$ cat config.mk
export PLATFORM = sky130hd
export DESIGN_NAME = csa5_accum_ctrl
export DESIGN_NICKNAME = d
export VERILOG_FILES = /design/src/rtl/csa5_accum_ctrl_pkg.sv /design/src/rtl/csa5_accum_ctrl_row.sv /design/src/rtl/csa5_accum_ctrl.sv
export SDC_FILE = /design/constraint.sdc
export NUM_CORES = 1
export LEC_CHECK = 0
export CAP_MARGIN = 5
export CORE_MARGIN = 2
export CORE_UTILIZATION = 45
export CTS_BUF_LIST = sky130_fd_sc_hd__clkbuf_4 sky130_fd_sc_hd__clkbuf_8 sky130_fd_sc_hd__clkbuf_16
export DETAILED_ROUTE_END_ITERATION = 10
export PLACE_DENSITY_LB_ADDON = 0.15
export SYNTH_ARGS = -nofsm -noshare
export SYNTH_HDL_FRONTEND = slang
export SYNTH_SLANG_ARGS = --single-unit
$ cat constraint.sdc
create_clock -name clk -period 8.38 [get_ports clk]
set_input_delay 1.676 -clock clk [delete_from_list [all_inputs] [get_ports clk]]
set_output_delay 1.676 -clock clk [all_outputs]
set_load 0.02 [all_outputs]
$ cat src/rtl/csa5_accum_ctrl_pkg.sv
// Shared types and constants for the carry-save five-operand accumulator.
package csa5_accum_ctrl_pkg;

  // Default operand width in bits.
  localparam int DEF_W = 8;

  // Width of the saturating operand counter.
  localparam int CNT_W = 8;

  // Controller states: collect beats, resolve carries, hold the result.
  typedef enum logic [1:0] {
    ACCUM   = 2'd0,
    RESOLVE = 2'd1,
    HOLD    = 2'd2
  } state_t;

  // Number of operands flagged present in a three-bit mask.
  function automatic logic [1:0] popcount3(input logic [2:0] mask);
    return {1'b0, mask[0]} + {1'b0, mask[1]} + {1'b0, mask[2]};
  endfunction

endpackage

$ cat src/rtl/csa5_accum_ctrl_row.sv
// Bit-sliced 5:2 compressor row.
// Each slice compresses three operand bits plus the stored sum/carry bits.
// co1/co2 depend only on the slice's own inputs, so the row has no ripple path.

// One 5:2 compressor slice built from three chained full adders.
module compressor_5to2 (
  input  logic a0,
  input  logic a1,
  input  logic a2,
  input  logic a3,
  input  logic a4,
  input  logic ci1,
  input  logic ci2,
  output logic co1,
  output logic co2,
  output logic sum,
  output logic carry
);
  logic s1_s;
  logic s2_s;

  // Three full adders: a0+a1+a2+a3+a4+ci1+ci2 = sum + 2*(carry+co1+co2).
  always_comb begin
    s1_s  = a0 ^ a1 ^ a2;
    co1   = (a0 & a1) | (a0 & a2) | (a1 & a2);
    s2_s  = s1_s ^ a3 ^ a4;
    co2   = (s1_s & a3) | (s1_s & a4) | (a3 & a4);
    sum   = s2_s ^ ci1 ^ ci2;
    carry = (s2_s & ci1) | (s2_s & ci2) | (ci1 & ci2);
  end
endmodule

// Full row of ACC_W compressor slices plus the carry realignment.
module csa5_row #(
  parameter int ACC_W = 16
) (
  input  logic [ACC_W-1:0] op0,
  input  logic [ACC_W-1:0] op1,
  input  logic [ACC_W-1:0] op2,
  input  logic [ACC_W-1:0] s_cur,
  input  logic [ACC_W-1:0] c_cur,
  output logic [ACC_W-1:0] s_nxt,
  output logic [ACC_W-1:0] c_nxt
);
  logic [ACC_W-1:0] co1_s;
  logic [ACC_W-1:0] co2_s;
  logic [ACC_W-1:0] ci1_s;
  logic [ACC_W-1:0] ci2_s;
  logic [ACC_W-1:0] carry_s;
  logic             msb_unused_s;

  // Slice i takes its lateral carries from slice i-1; slice 0 takes zero.
  always_comb begin
    ci1_s = {co1_s[ACC_W-2:0], 1'b0};
    ci2_s = {co2_s[ACC_W-2:0], 1'b0};
  end

  genvar i;
  for (i = 0; i < ACC_W; i++) begin : g_slice
    compressor_5to2 u_cmp (
      .a0    (op0[i]),
      .a1    (op1[i]),
      .a2    (op2[i]),
      .a3    (s_cur[i]),
      .a4    (c_cur[i]),
      .ci1   (ci1_s[i]),
      .ci2   (ci2_s[i]),
      .co1   (co1_s[i]),
      .co2   (co2_s[i]),
      .sum   (s_nxt[i]),
      .carry (carry_s[i])
    );
  end

  // Carries weigh one position higher; anything leaving the MSB wraps away.
  always_comb begin
    c_nxt        = {carry_s[ACC_W-2:0], 1'b0};
    msb_unused_s = co1_s[ACC_W-1] ^ co2_s[ACC_W-1] ^ carry_s[ACC_W-1];
  end
endmodule

$ cat src/rtl/csa5_accum_ctrl.sv
// Carry-save accumulator of up to three operands per beat.
// Beats are folded into redundant S/C state; the last beat triggers a
// single carry-propagate add whose result is held until consumed.
module csa5_accum_ctrl
  import csa5_accum_ctrl_pkg::*;
#(
  parameter int W     = DEF_W,
  parameter int ACC_W = W + 8
) (
  input  logic               clk,
  input  logic               rst,
  input  logic               in_valid,
  output logic               in_ready,
  input  logic [3*W-1:0]     in_data,
  input  logic [2:0]         in_mask,
  input  logic               in_last,
  output logic               out_valid,
  input  logic               out_ready,
  output logic [ACC_W-1:0]   out_sum,
  output logic [CNT_W-1:0]   out_count,
  output logic               out_ovf
);

  state_t             state_r;
  state_t             state_nxt_s;
  logic [ACC_W-1:0]   s_r;
  logic [ACC_W-1:0]   c_r;
  logic [CNT_W-1:0]   cnt_r;
  logic               ovf_r;
  logic [ACC_W-1:0]   out_sum_r;
  logic [CNT_W-1:0]   out_count_r;
  logic               out_ovf_r;

  logic               xfer_s;
  logic [ACC_W-1:0]   op0_s;
  logic [ACC_W-1:0]   op1_s;
  logic [ACC_W-1:0]   op2_s;
  logic [ACC_W-1:0]   row_s_s;
  logic [ACC_W-1:0]   row_c_s;
  logic [CNT_W:0]     cnt_sum_s;
  logic [CNT_W-1:0]   cnt_nxt_s;
  logic               cnt_of_s;

  // Handshake and output decode from the registered state.
  always_comb begin
    in_ready  = (state_r == ACCUM);
    out_valid = (state_r == HOLD);
    xfer_s    = in_valid && (state_r == ACCUM);
    out_sum   = out_sum_r;
    out_count = out_count_r;
    out_ovf   = out_ovf_r;
  end

  // Zero-extend each operand, forcing absent operands to zero.
  always_comb begin
    op0_s = in_mask[0] ? ACC_W'(in_data[W-1:0])     : {ACC_W{1'b0}};
    op1_s = in_mask[1] ? ACC_W'(in_data[2*W-1:W])   : {ACC_W{1'b0}};
    op2_s = in_mask[2] ? ACC_W'(in_data[3*W-1:2*W]) : {ACC_W{1'b0}};
  end

  csa5_row #(
    .ACC_W (ACC_W)
  ) u_row (
    .op0   (op0_s),
    .op1   (op1_s),
    .op2   (op2_s),
    .s_cur (s_r),
    .c_cur (c_r),
    .s_nxt (row_s_s),
    .c_nxt (row_c_s)
  );

  // Saturating operand count; the extra top bit flags passing the ceiling.
  always_comb begin
    cnt_sum_s = {1'b0, cnt_r} + {{(CNT_W-1){1'b0}}, popcount3(in_mask)};
    cnt_of_s  = cnt_sum_s[CNT_W];
    if (cnt_of_s) begin
      cnt_nxt_s = {CNT_W{1'b1}};
    end else begin
      cnt_nxt_s = cnt_sum_s[CNT_W-1:0];
    end
  end

  // Next-state logic for the three-state controller.
  always_comb begin
    state_nxt_s = state_r;
    case (state_r)
      ACCUM: begin
        if (xfer_s && in_last) begin
          state_nxt_s = RESOLVE;
        end else begin
          state_nxt_s = ACCUM;
        end
      end
      RESOLVE: state_nxt_s = HOLD;
      HOLD: begin
        if (out_ready) begin
          state_nxt_s = ACCUM;
        end else begin
          state_nxt_s = HOLD;
        end
      end
      default: state_nxt_s = ACCUM;
    endcase
  end

  // State register.
  always_ff @(posedge clk) begin
    if (rst) begin
      state_r <= ACCUM;
    end else begin
      state_r <= state_nxt_s;
    end
  end

  // Accumulator, counter and result registers.
  always_ff @(posedge clk) begin
    if (rst) begin
      s_r         <= {ACC_W{1'b0}};
      c_r         <= {ACC_W{1'b0}};
      cnt_r       <= {CNT_W{1'b0}};
      ovf_r       <= 1'b0;
      out_sum_r   <= {ACC_W{1'b0}};
      out_count_r <= {CNT_W{1'b0}};
      out_ovf_r   <= 1'b0;
    end else begin
      case (state_r)
        ACCUM: begin
          if (xfer_s) begin
            // An empty beat must not recompress S/C, so it leaves them alone.
            if (in_mask != 3'b000) begin
              s_r <= row_s_s;
              c_r <= row_c_s;
            end
            cnt_r <= cnt_nxt_s;
            ovf_r <= ovf_r | cnt_of_s;
          end
        end
        RESOLVE: begin
          out_sum_r   <= s_r + c_r;
          out_count_r <= cnt_r;
          out_ovf_r   <= ovf_r;
        end
        HOLD: begin
          if (out_ready) begin
            s_r   <= {ACC_W{1'b0}};
            c_r   <= {ACC_W{1'b0}};
            cnt_r <= {CNT_W{1'b0}};
            ovf_r <= 1'b0;
          end
        end
        default: begin
          s_r   <= {ACC_W{1'b0}};
          c_r   <= {ACC_W{1'b0}};
          cnt_r <= {CNT_W{1'b0}};
          ovf_r <= 1'b0;
        end
      endcase
    end
  end

endmodule

==> impl.org, run 1 <==
** Outcome
- The flow ran to the end, and the final reports show no timing, DRC or antenna violations.

** Floorplan
- The die is a little under 100 um tall.
- Die width :: roughly 99 um
- Num ports :: 59
- Effective utilization at floorplan :: a little under half
- Die area :: 9897 um^2
- Site row count :: 34
- Core area :: 8763 um^2

** Placed design
- The HPWL after detailed placement is 7.108 mm.
- Weighted congestion at the end of routability-driven global placement :: 0.8473
- Placed standard-cell area :: approximately 4700 um^2
- IO Port Bufs :: 58

** Global routing
- Vias in the first global route :: 3562
- The number of antenna violations at the first check in global routing was 0.
- Total gr overflow :: 0
- Entering global routing, the biggest net connects 67 pins.
- Wire length of the first global-routing pass :: 17.15 mm
- Total GRT Usage :: 21.64%

** STA
- Clock skew on the completed layout was measured at 8.777 ps.
- Slew Viols, Final :: 0
- At the pin with the least slew margin, the transition time is 843.7 ps.
- Unrepaired setup endpoints after global routing :: false
- The final critical path takes up ~54% of the cycle.
- Summed over all failing endpoints, the final setup total negative slack is 0 ps.
- Setup violations remaining at the end of the flow were counted as 0.
- Worst slew slack as a fraction of its limit :: 43.37%
- Final period demand of the worst path :: 4545 ps
- Final hold violations :: 0
- Static timing analysis puts the maximum clock frequency at around 220 MHz.

** Critical path
- STA classifies the critical path endpoint as a register.
- Worst Setup Path Type :: primary input to register
- Slowest cell on the critical path :: sky130_fd_sc_hd__clkdlybuf4s50_1
- Traced cell by cell, the critical path runs through clkdlybuf4s50_1 -> fa_1 -> ha_1 -> fa_1 -> and3_1 -> and3_1 -> or4_1 -> a21oi_1 -> nor3_1.
- Last element of the critical path :: cnt_r[7]
- The worst register-to-register path has a depth of 8.
- The largest single stage delay on the critical path is 800 ps.
- Critical path launch point :: in_mask[1]
- Worst r2r dst :: cnt_r[7]
- Data required time at the worst endpoint :: 8590 ps
- Data arrival time at the worst-slack endpoint :: 4760 ps
- Launch point of the worst reg-to-reg path :: cnt_r[0]
- The worst register-to-register path has a setup slack of approximately 5700 ps.
- Critical Path Fanout Max :: 10
- STA classifies the critical path startpoint as a primary input.

** Synthesis
- The Yosys step of the flow raised 0 warnings.
- The most used flip-flop cell after synthesis is sky130_fd_sc_hd__dfxtp_1.
- Each instance of the synthesized netlist takes up on average 8.356 um^2.
- Syn Std Cell Area :: slightly above 4000 um^2
- Counting flops with an async set or reset pin after synthesis yields a share of 0%.
- Part of the Yosys area used for sequential elements :: 32.20%
- Number of standard cells after synthesis :: 491
- Synthesis instantiated 51 different standard cells from the library.
- Syn nets :: 578
- Yosys mapped a number of flops with a built-in enable equal to 0.
- Seq cells post-synth :: 66

** Clock tree
- For this design, the sink count on the clock tree is 66.
- Clock tree from TritonCTS :: built
- Root buf cell :: sky130_fd_sc_hd__clkbuf_8
- Post-CTS timing repair inserted 0 buffers for setup.
- CTS Buf Count :: 9
- The H-tree was split into 3 levels.
- After clock tree synthesis, the clock-pin slew on the worst setup and hold paths is 70 ps.
- Clock insertion delay at the later pin of the skew report :: ~360 ps
- Post-CTS repair changed the size of 0 cells.
- The clock passes through at most 2 buffers.
- Buffers inserted to repair hold after CTS numbered 0.

** Pwr
- Internal portion of total power :: roughly 0.00059 W
- Leakage power summed over all cells :: around 1.9 nW
- The worst-case IR drop observed on VDD is 0.08007 mV.
- Net Sw Frac :: between 20% and 30%
- Of the total power, the clock network draws 40.1%.
- The design draws 0.0008161 W.
- Logic pwr share :: 18.7%
- For this design the total switching power over the nets is 0.0002274 W.
- Power density over the cells :: roughly 160 nW/um^2
- Per report_power, the sequential group accounts for 41.2% of the total.

** Routing
- In the final routed layout, each cell accounts on average for 15.35 um.
- Amount of wire on met3 after detailed routing :: 493 um
- Summed over all nets, wire length on met2 after detailed routing comes to 4.702 mm.
- Top layer reached by signal wires :: met4
- Starting DRT DRC Count :: 138
- Post-detailed-route DRC marker count :: 0
- Wires add up to 9.991 mm.
- Metal1 wirelength :: about 4.7 mm
- In this run the remaining antenna-violating nets after routing total 0.
- The final route contains 3551 vias.
- Number of detailed-route iterations in the first pass :: 5
- After detailed routing, the number of vias per cell comes to 5.455.

** Flow run
- The tool flagged a number of max-cap violations equal to 0.

** Finish
- Leaving out fill and tap cells, the most frequent cell in the layout is sky130_fd_sc_hd__nand2_1.
- Highest-count cells in the layout ignoring fill and taps :: sky130_fd_sc_hd__nand2_1 (91), sky130_fd_sc_hd__dfxtp_1 (66), sky130_fd_sc_hd__a21oi_1 (63)
- Layout cells sized above 1 :: 4.604%
- Layout Area Growth over Synthesis :: 21.20%
- Number of diodes added for antenna fixing :: 0
- The net count of the finished layout is 625.
- The layout has 834 filler cells.
- The finished cells cover just under 5000 um^2.

** Min path
- The worst hold path begins at out_count[0].
- Type of the most critical hold path :: register to register
## state kept, by name, indices dropped and copies added (netlist names)
| signal | flops |
|---|---|
| out_sum | 16 |
| s_r | 16 |
| c_r | 14 |
| cnt_r | 8 |
| out_count | 8 |
| state_r | 2 |
| out_ovf | 1 |
| ovf_r | 1 |
## logic make-up (layout without fill, tap and decap cells)
family | Yosys count | in the layout | synth area share, %
xor+xnor | 4 | 4 | 0.8541
fa+ha+maj | 55 | 55 | 22.45
compound gates | 113 | 113 | 16.50
flops | 66 | 66 | 32.21
simple gates | 188 | 188 | 21.68
buf+inv | 65 | 117 | 6.313
## cells in the mapped netlist, types with 4 or more instances
cell / n / area (um^2)
sky130_fd_sc_hd__inv_1: 39 / 146.4
sky130_fd_sc_hd__nand3_1: 16 / 80.08
sky130_fd_sc_hd__a21o_1: 5 / 37.54
sky130_fd_sc_hd__nor2_1: 18 / 67.56
sky130_fd_sc_hd__o21ai_0: 17 / 85.08
sky130_fd_sc_hd__nor2b_1: 7 / 43.79
sky130_fd_sc_hd__clkbuf_1: 17 / 63.81
sky130_fd_sc_hd__a21oi_1: 63 / 315.3
sky130_fd_sc_hd__nor3_1: 7 / 35.03
sky130_fd_sc_hd__buf_2: 6 / 30.03
sky130_fd_sc_hd__and3_1: 9 / 56.30
sky130_fd_sc_hd__dfxtp_1: 66 / 1321
sky130_fd_sc_hd__ha_1: 24 / 300.3
sky130_fd_sc_hd__nand2_1: 91 / 341.6
sky130_fd_sc_hd__fa_1: 31 / 620.6
sky130_fd_sc_hd__a31oi_1: 4 / 25.02
sky130_fd_sc_hd__or3_1: 21 / 131.4
## power by group through the flow
stage                     Clock (W)  Sequential (W)  Combinational (W)
after CTS                  0.000333        0.000336           0.000155
after detailed placement          0        0.000344           0.000154
after floorplan                   0        0.000343           0.000104
after global placement            0        0.000344           0.000149
final                      0.000328        0.000336           0.000152
after global routing       0.000349        0.000338           0.000175
## through the flow
stage               hold WS [ps]  util (%)  std cells  setup WS (ps)
finish                     453.3     56.74        651           3835
global route               483.8     56.74        651           3733
floorplan                  431.6         -        491           4329
CTS                        457.1     56.74        651           3827
detailed placement         446.2     53.98        635           3474
global placement           443.8     53.98        635           3557
## cell type report
class	instances	area [um^2]	area share [%]
multi-input combinational	360	2522	50.73
sequential	66	1321	26.57
timing repair buffer	62	605.6	12.18
inverter	39	146.4	2.944
tap	108	135.1	2.718
clock buffer	9	123.9	2.491
clock inverter	7	117.6	2.365
## worst min path at each step
stage	cells after the start	end
2_1_floorplan	2	out_ovf
3_3_place_gp	2	out_sum[4]
3_5_place_dp	2	out_sum[2]
4_1_cts	2	out_sum[2]
5_1_grt	2	out_count[1]
6_report	2	out_count[0]
## critical path: cells and delay by family
family	cells	cell delay, ps
AND/OR/NAND/NOR	4	970
adder cells (fa/ha/maj)	3	1150
buffers and inverters	1	800
AO/OA/AOI/OAI	1	160
## layer usage
| layer | vias to the layer above | track usage (%) |
|---|---|---|
| met5 | - | 0 |
| met4 | 0 | 5.901 |
| met3 | 12 | 5.271 |
| met2 | 88 | 34.62 |
| li1 | 1766 | - |
| met1 | 1685 | 29.44 |
No activity file was read; power rests on OpenSTA's default activity.
==> inputs of run 2 (changes only) <==
==> constraint.sdc (replaced) <==
create_clock -name clk -period 4.55 [get_ports clk]
set_input_delay 0.91 -clock clk [delete_from_list [all_inputs] [get_ports clk]]
set_output_delay 0.91 -clock clk [all_outputs]
set_load 0.02 [all_outputs]
==> run 2 against run 1 <==
Sequential power increased by 85%. Combinational power is 87% higher. Clock power is 73% higher. Sequential share of layout area increased by 0.067 points. Flip-flop and latch count stayed put. Via count grew 1.7%. Core utilization shrank 0.14 points. Cell area decreased by 0.25%. Setup slack got worse by 3100 ps. Power grew 80%. Register-to-register slack lost 3800 ps. Final cell count increased by 0.15%.
==> impl.org, run 2 (synthesis gave the netlist of run 1 again) <==
** Critical path
- The worst setup path is captured at a register.
- The cell depth of the worst flop-to-flop path was 8 (unchanged).
- The worst setup path is launched from a primary input.
- The startpoint identified for the worst register-to-register timing path is cnt_r[0].
- Critical path launch point :: in_mask[0]
- The register-to-register setup slack came to 1820 ps (-3840 ps).
- Worst r2r dst :: cnt_r[7]
- The data required time of the critical path is 4760 ps (-3830 ps).
- Last element of the critical path :: cnt_r[7]
- Data arrival time at the worst-slack endpoint :: 4010 ps (-750 ps)
- Critical Path Fanout Max :: 10 (unchanged)
- The worst setup path is of the primary input to register kind.

** Clock tree
- The clock latency of the later-clocked register in the worst-skew pair was 350 ps (about the same).
- The clock sink count was 66 (unchanged).
- Deepest level of the CTS H-tree :: 3 (unchanged)
- The maximum clock insertion buffer count came to 2 (unchanged).
- Clock input transition at the sequential cells of the worst setup and hold paths :: 80 ps (about the same)
- The number of CTS-inserted buffers is 9 (unchanged).
- Clock tree from TritonCTS :: built
- CTS placed an instance of sky130_fd_sc_hd__clkbuf_8 at the clock tree root.
- The number of post-CTS setup repair buffers is 0 (unchanged).
- Post-cts hold buffer count :: 0 (unchanged)
- The number of resized instances in the post-cts repair step is 0 (unchanged).

** Pwr
- The maximum ir drop on the vdd rail came to 0.1597 mV (+99%).
- The leakage component of the power was 1.859 nW (-0.43%).
- The power density over the cells was 296.7 nW/um^2 (+81%).

** STA
- Worst slew slack as a fraction of its limit :: 40.15% (-3.2 points)
- The final-report max-slew violation count is 0 (unchanged).
- Total negative slack for setup checks :: 0 ps (unchanged)
- F_max :: between 200 and 300 MHz
- Final period demand of the worst path :: 3803 ps
- The pin slew with the least headroom to its limit came to 891.8 ps (+48.08 ps).
- Final cycle utilization of the critical path :: 83.59%
- The clock skew after layout is 8.741 ps (-0.03664 ps).
- The count of endpoints failing setup in the final report was 0 (unchanged).
- Setup repair after global routing left no endpoint under its margin.
- The final hold violation count is 0 (unchanged).

** Floorplan
- The number of primary I/O pins is 59 (unchanged).
- The die extent in y came to 99.49 um (unchanged).
- The die boundary width is 99.49 um (unchanged).
- Effective utilization at floorplan :: 46.82% (unchanged)
- Core area :: 8763 um^2 (unchanged)
- Die area :: 9897 um^2 (unchanged)
- The placement row count was 34 (unchanged).

** Global routing
- The met1 usage in global routing is 30.61% (+1.2 points).
- GR Layer Usage met2 :: 35.50% (+0.88 points)
- Largest net degree at the start of global routing :: 66 (-1.5%)
- The number of antenna violations at the first check in global routing came to 0 (unchanged).
- The global-route track usage on met3 came to 3.584% (-1.7 points).
- The overall fraction of global-route tracks in use was 22.24% (+0.60 points).
- Global-route layer with the greatest usage :: met2
- Total gr overflow :: 0 (unchanged)
- Wire length of the first global-routing pass :: 17.43 mm (+1.7%)
- The via count of the first global-routing pass was 3520 (-1.2%).

** Finish
- Post-Layout Cell Count :: 652 (+0.15%)
- Layout cells sized above 1 :: 4.779% (+0.18 points)
- The antenna diode count was 0 (unchanged).
- The total number of nets in the final design came to 626 (+0.16%).
- The top cell types in the final layout, fill and taps aside, are sky130_fd_sc_hd__nand2_1 (91), sky130_fd_sc_hd__dfxtp_1 (66), sky130_fd_sc_hd__a21oi_1 (63).
- Layout Area Growth over Synthesis :: 20.89%
- The library cell used most frequently in the layout, excluding fill and tap cells, is sky130_fd_sc_hd__nand2_1.

** Routing
- Vias per inst :: 5.540 (+1.6%)
- Number of detailed-route iterations in the first pass :: 5 (unchanged)
- The total wire length was 10.32 mm (+3.3%).
- Starting DRT DRC Count :: 206 (+49%)
- Vias :: 3612 (+1.7%)
- The mean routed wirelength per cell came to 15.82 um (+3.1%).
- Antenna violation net count after detailed routing :: 0 (unchanged)
- Post-detailed-route DRC marker count :: 0 (unchanged)

** Placed design
- The final RePlAce weighted congestion was 0.8492 (+0.22%).
- The instance count after placement with tap cells included was 636 (+0.16%).
- IO Port Bufs :: 58 (unchanged)
- The post-detailed-placement half-perimeter wirelength was 7.291 mm (+2.6%).

** Flow run
- Maximum capacitance violations :: 0 (unchanged)

** Outcome
- The flow ran to the end, and the final reports show no timing, DRC or antenna violations.

** Min path
- Type of the most critical hold path :: register to register
[run 2: cell types whose count changed in the layout (fill, tap and decap cells not counted)]
cell                         before  now
sky130_fd_sc_hd__buf_4            4    5
sky130_fd_sc_hd__bufinv_16        3    2
sky130_fd_sc_hd__clkbuf_4         0    1
sky130_fd_sc_hd__clkinv_2         2    1
sky130_fd_sc_hd__clkinv_4         2    1
sky130_fd_sc_hd__clkinvlp_4       0    1
sky130_fd_sc_hd__inv_6            0    1
[run 2: final cells by class]
| cell class | count | area, um^2 |
|---|---|---|
| clock buffers | 10 | 131.4 |
| clock inverters | 6 | 90.09 |
| fillers | 835 | 3804 |
| inverters | 39 | 146.4 |
| multi-input cells | 360 | 2522 |
| flip-flops and latches | 66 | 1321 |
| well taps | 108 | 135.1 |
| repair buffers | 63 | 613.1 |
[run 2: layer usage]
metal	routed length, um	share of wire, %
met1	4766	46
met2	4911	48
met3	450	4.4
met4	187	1.8
met5	0	0
[run 2: where the power goes]
part	switching, W	internal (W)
Combinational	0.000163	0.000122
Sequential	0.0000197	0.000600
Clock	0.000250	0.000317
[run 2: worst min path at each step]
stage                            start      endpoint  slack [ps]  depth (start not counted)
after floorplan                  ovf_r       out_ovf         430                          2
after global placement    out_count[5]  out_count[5]         440                          2
after detailed placement    out_sum[4]    out_sum[4]         450                          2
after CTS                      out_ovf       out_ovf         460                          2
after global routing        out_sum[1]    out_sum[1]         480                          2
final                          out_ovf       out_ovf         460                          2
[run 2: through the flow]
| stage | hold slack (ps) | total power, W | instance area, um^2 | util [%] | setup slack, ps |
|---|---|---|---|---|---|
| floorplan | 431.6 | 0.0008232 | 4103 | - | 1265 |
| global placement | 443.9 | 0.0009073 | 4738 | 54.07 | 486.9 |
| detailed placement | 449.8 | 0.0009196 | 4738 | 54.07 | 389.1 |
| CTS | 463.0 | 0.001483 | 4960 | 56.60 | 740.0 |
| global route | 482.9 | 0.001560 | 4960 | 56.60 | 626.5 |
| finish | 457.5 | 0.001472 | 4960 | 56.60 | 746.7 |
[run 2: worst max-delay path, cell delays in order]
cell                              delay, ps
sky130_fd_sc_hd__clkdlybuf4s50_1        810
sky130_fd_sc_hd__fa_1                   500
sky130_fd_sc_hd__ha_1                   230
sky130_fd_sc_hd__fa_1                   400
sky130_fd_sc_hd__and3_1                 240
sky130_fd_sc_hd__and3_1                 220
sky130_fd_sc_hd__or4_1                  490
sky130_fd_sc_hd__a21oi_1                160
sky130_fd_sc_hd__nor3_1                  60
==> inputs of run 3 (changes only) <==
==> constraint.sdc (replaced) <==
create_clock -name clk -period 3.7 [get_ports clk]
set_input_delay 0.74 -clock clk [delete_from_list [all_inputs] [get_ports clk]]
set_output_delay 0.74 -clock clk [all_outputs]
set_load 0.02 [all_outputs]
==> run 3 against run 2 <==
Clock skew grew 7.7 ps. Critical path depth stayed put. Final cell count grew 0.77%. Sequential share of layout area shrank 0.37 points. Power is 27% higher. First-iteration DRC count fell by 15%. Via count fell by 1.2%.
==> impl.org, run 3 (synthesis gave the netlist of run 1 again) <==
** Critical path
- The longest individual stage delay on the worst path was 540 ps (-270 ps).
- Kind of start point of the critical path :: primary input
- Data required time at the worst endpoint :: 3910 ps (-850 ps)
- Critical Path Fanout Max :: 4 (-6)
- CP top delay family :: adder cells
- Data arrival time at the worst-slack endpoint :: 3560 ps (-450 ps)
- The worst setup path is captured at a register.
- Among all stages on the critical path, the largest delay is contributed by sky130_fd_sc_hd__fa_1.
- Crit-path cells :: clkdlybuf4s50_1 -> fa_1 -> ha_1 -> fa_1 -> and3_1 -> and3_1 -> or4_1 -> a21oi_1 -> nor3_1
- The combined buffer and inverter count along the critical path was 1 (unchanged).
- The critical path is of the primary input to register type.

** Global routing
- The wire length of the first global-routing pass was 17.57 mm (+0.79%).
- The remaining global-route overflow is 0 (unchanged).
- The largest net degree at the start of global routing was 50 (-24%).
- The number of antenna violations at the first check in global routing came to 0 (unchanged).
- The overall fraction of global-route tracks in use was 22.15% (-0.081 points).
- Vias in the first global route :: 3589 (+2.0%)

** STA
- Final cycle utilization of the critical path :: around nine tenths
- Based on the critical path, the design can be clocked at up to between 200 and 300 MHz.
- Final hold violations :: 0 (unchanged)
- Final period demand of the worst path :: 3348 ps
- Worst slew slack as a fraction of its limit :: 56.78% (+17 points)
- Unrepaired setup endpoints after global routing :: false
- The count of endpoints failing setup in the final report came to 0 (unchanged).
- The clock skew after layout came to 16.47 ps (+7.734 ps).
- The final-report max-slew violation count was 0 (unchanged).
- The total negative setup slack was 0 ps (unchanged).
- The pin slew with the least headroom to its limit came to 647.0 ps (-244.8 ps).

** Outcome
- Run status :: finished, final reports clean

** Placed design
- Placed cell count :: 641 (+0.79%)
- The final RePlAce weighted congestion was 0.8431 (-0.72%).
- The number of buffers added on ports came to 58 (unchanged).
- HPWL after detailed placement :: 7.216 mm (-1.0%)

** Clock tree
- The clock latency of the later-clocked register in the worst-skew pair was 350 ps (about the same).
- The clock sink count came to 66 (unchanged).
- Post-cts hold buffer count :: 0 (unchanged)
- PostCTS Resize Cnt :: 0 (unchanged)
- TritonCTS built the clock tree.
- The tree is rooted in a sky130_fd_sc_hd__clkbuf_8.
- The number of CTS-inserted buffers was 9 (unchanged).
- Maximum count of clock buffers along a single path :: 2 (unchanged)
- Clock input transition at the sequential cells of the worst setup and hold paths :: 70 ps (about the same)
- Post-CTS Setup Inserts :: 0 (unchanged)
- Deepest level of the CTS H-tree :: 3 (unchanged)

** Pwr
- Worst-case vdd ir drop :: 0.2921 mV (+83%)
- The overall power came to 0.001864 W (+27%).
- The power density over the cells is 370.5 nW/um^2 (+25%).
- Leakage power summed over all cells :: 1.901 nW (+2.2%)

** Min path
- The worst hold path belongs to the class register to register.

** Floorplan
- The number of primary I/O pins came to 59 (unchanged).
- The starting utilization of the core area came to 46.82% (unchanged).
- Die width :: 99.49 um (unchanged)
- The placement row count came to 34 (unchanged).
- Core area :: 8763 um^2 (unchanged)
- Die area :: 9897 um^2 (unchanged)
- Vertical die dimension :: 99.49 um (unchanged)

** Finish
- Most common library cell in the layout ignoring fill and taps :: sky130_fd_sc_hd__nand2_1
- Layout cells sized above 1 :: 5.647% (+0.87 points)
- The area growth from synthesis to layout is 22.60%.
- Post-Layout Cell Count :: 657 (+0.77%)
- NumNets Final :: 631 (+0.80%)
- In the layout the commonest cells are sky130_fd_sc_hd__nand2_1 (91), sky130_fd_sc_hd__dfxtp_1 (66), sky130_fd_sc_hd__a21oi_1 (63).
- The antenna diode count is 0 (unchanged).
- Utilization after layout :: 57.40% (+0.80 points)

** Routing
- Routed Wire Length :: 10.24 mm (-0.79%)
- The first-pass iteration count of the detailed router is 4 (-1).
- Post-detailed-route wirelength per cell :: 15.58 um (-1.5%)
- Starting DRT DRC Count :: 176 (-15%)
- The number of nets with antenna violations after routing is 0 (unchanged).
- Post-detailed-route DRC marker count :: 0 (unchanged)
- The detail-routed via count per cell is 5.431 (-2.0%).
- The number of vias in the routed layout came to 3568 (-1.2%).

** Flow run
- The max-cap check violation count is 0 (unchanged).
## run 3: cell count changes in the layout (fill, tap and decap cells not counted)
| cell | delta |
|---|---|
| sky130_fd_sc_hd__buf_12 | +1 |
| sky130_fd_sc_hd__inv_6 | -1 |
| sky130_fd_sc_hd__clkinv_2 | +1 |
| sky130_fd_sc_hd__bufinv_16 | +1 |
| sky130_fd_sc_hd__clkinvlp_4 | -1 |
| sky130_fd_sc_hd__buf_4 | +4 |
| sky130_fd_sc_hd__clkinv_4 | +1 |
| sky130_fd_sc_hd__clkbuf_4 | -1 |
## run 3: final timing paths
kind | end | slack [ps] | start | cells past startpoint
setup / recovery | cnt_r[7] | 350 | in_mask[0] | 9
hold / removal | out_count[5] | 450 | out_count[5] | 2
hold reg to reg | out_count[5] | 450 | out_count[5] | 2
setup reg to reg | cnt_r[7] | 960 | cnt_r[0] | 8
## run 3: final cells by class
class	count	area, um^2
sequential	66	1321
inverter	39	146.4
multi-input combinational	360	2522
clock inverter	7	117.6
clock buffer	9	123.9
fill	825	3734
tap	108	135.1
timing repair buffer	68	663.1
## run 3: routing by layer
layer	wire, um	GRT usage, %	vias up	share of wire, %
met5	0	0	-	0
met4	86	4.426	0	0.84
met3	454	4.638	8	4.4
met2	4942	36.33	88	48
met1	4752	30.55	1705	46
li1	-	-	1767	-
## run 3: worst min-delay path, delay by kind of cell (launching register included)
family	cells	cell delay, ps
AO/OA/AOI/OAI	1	50
AND/OR/NAND/NOR	1	50
flip-flops	1	310
## run 3: power breakdown
| group | total [W] | switching (W) | leakage, nW | internal, W |
|---|---|---|---|---|
| sequential | 0.000763 | 0.0000255 | 0.534 | 0.000738 |
| combinational | 0.000356 | 0.000200 | 1.24 | 0.000156 |
| clock | 0.000744 | 0.000297 | 0.123 | 0.000447 |
## run 3: per-stage QoR
step	instance area (um^2)	setup WS (ps)	hold WS (ps)
CTS	5030	354.2	456.1
global route	5030	248.4	478.4
floorplan	4103	585.5	431.6
finish	5030	352.0	454.9
global placement	4788	70.25	442.5
detailed placement	4788	-9.849	445.6
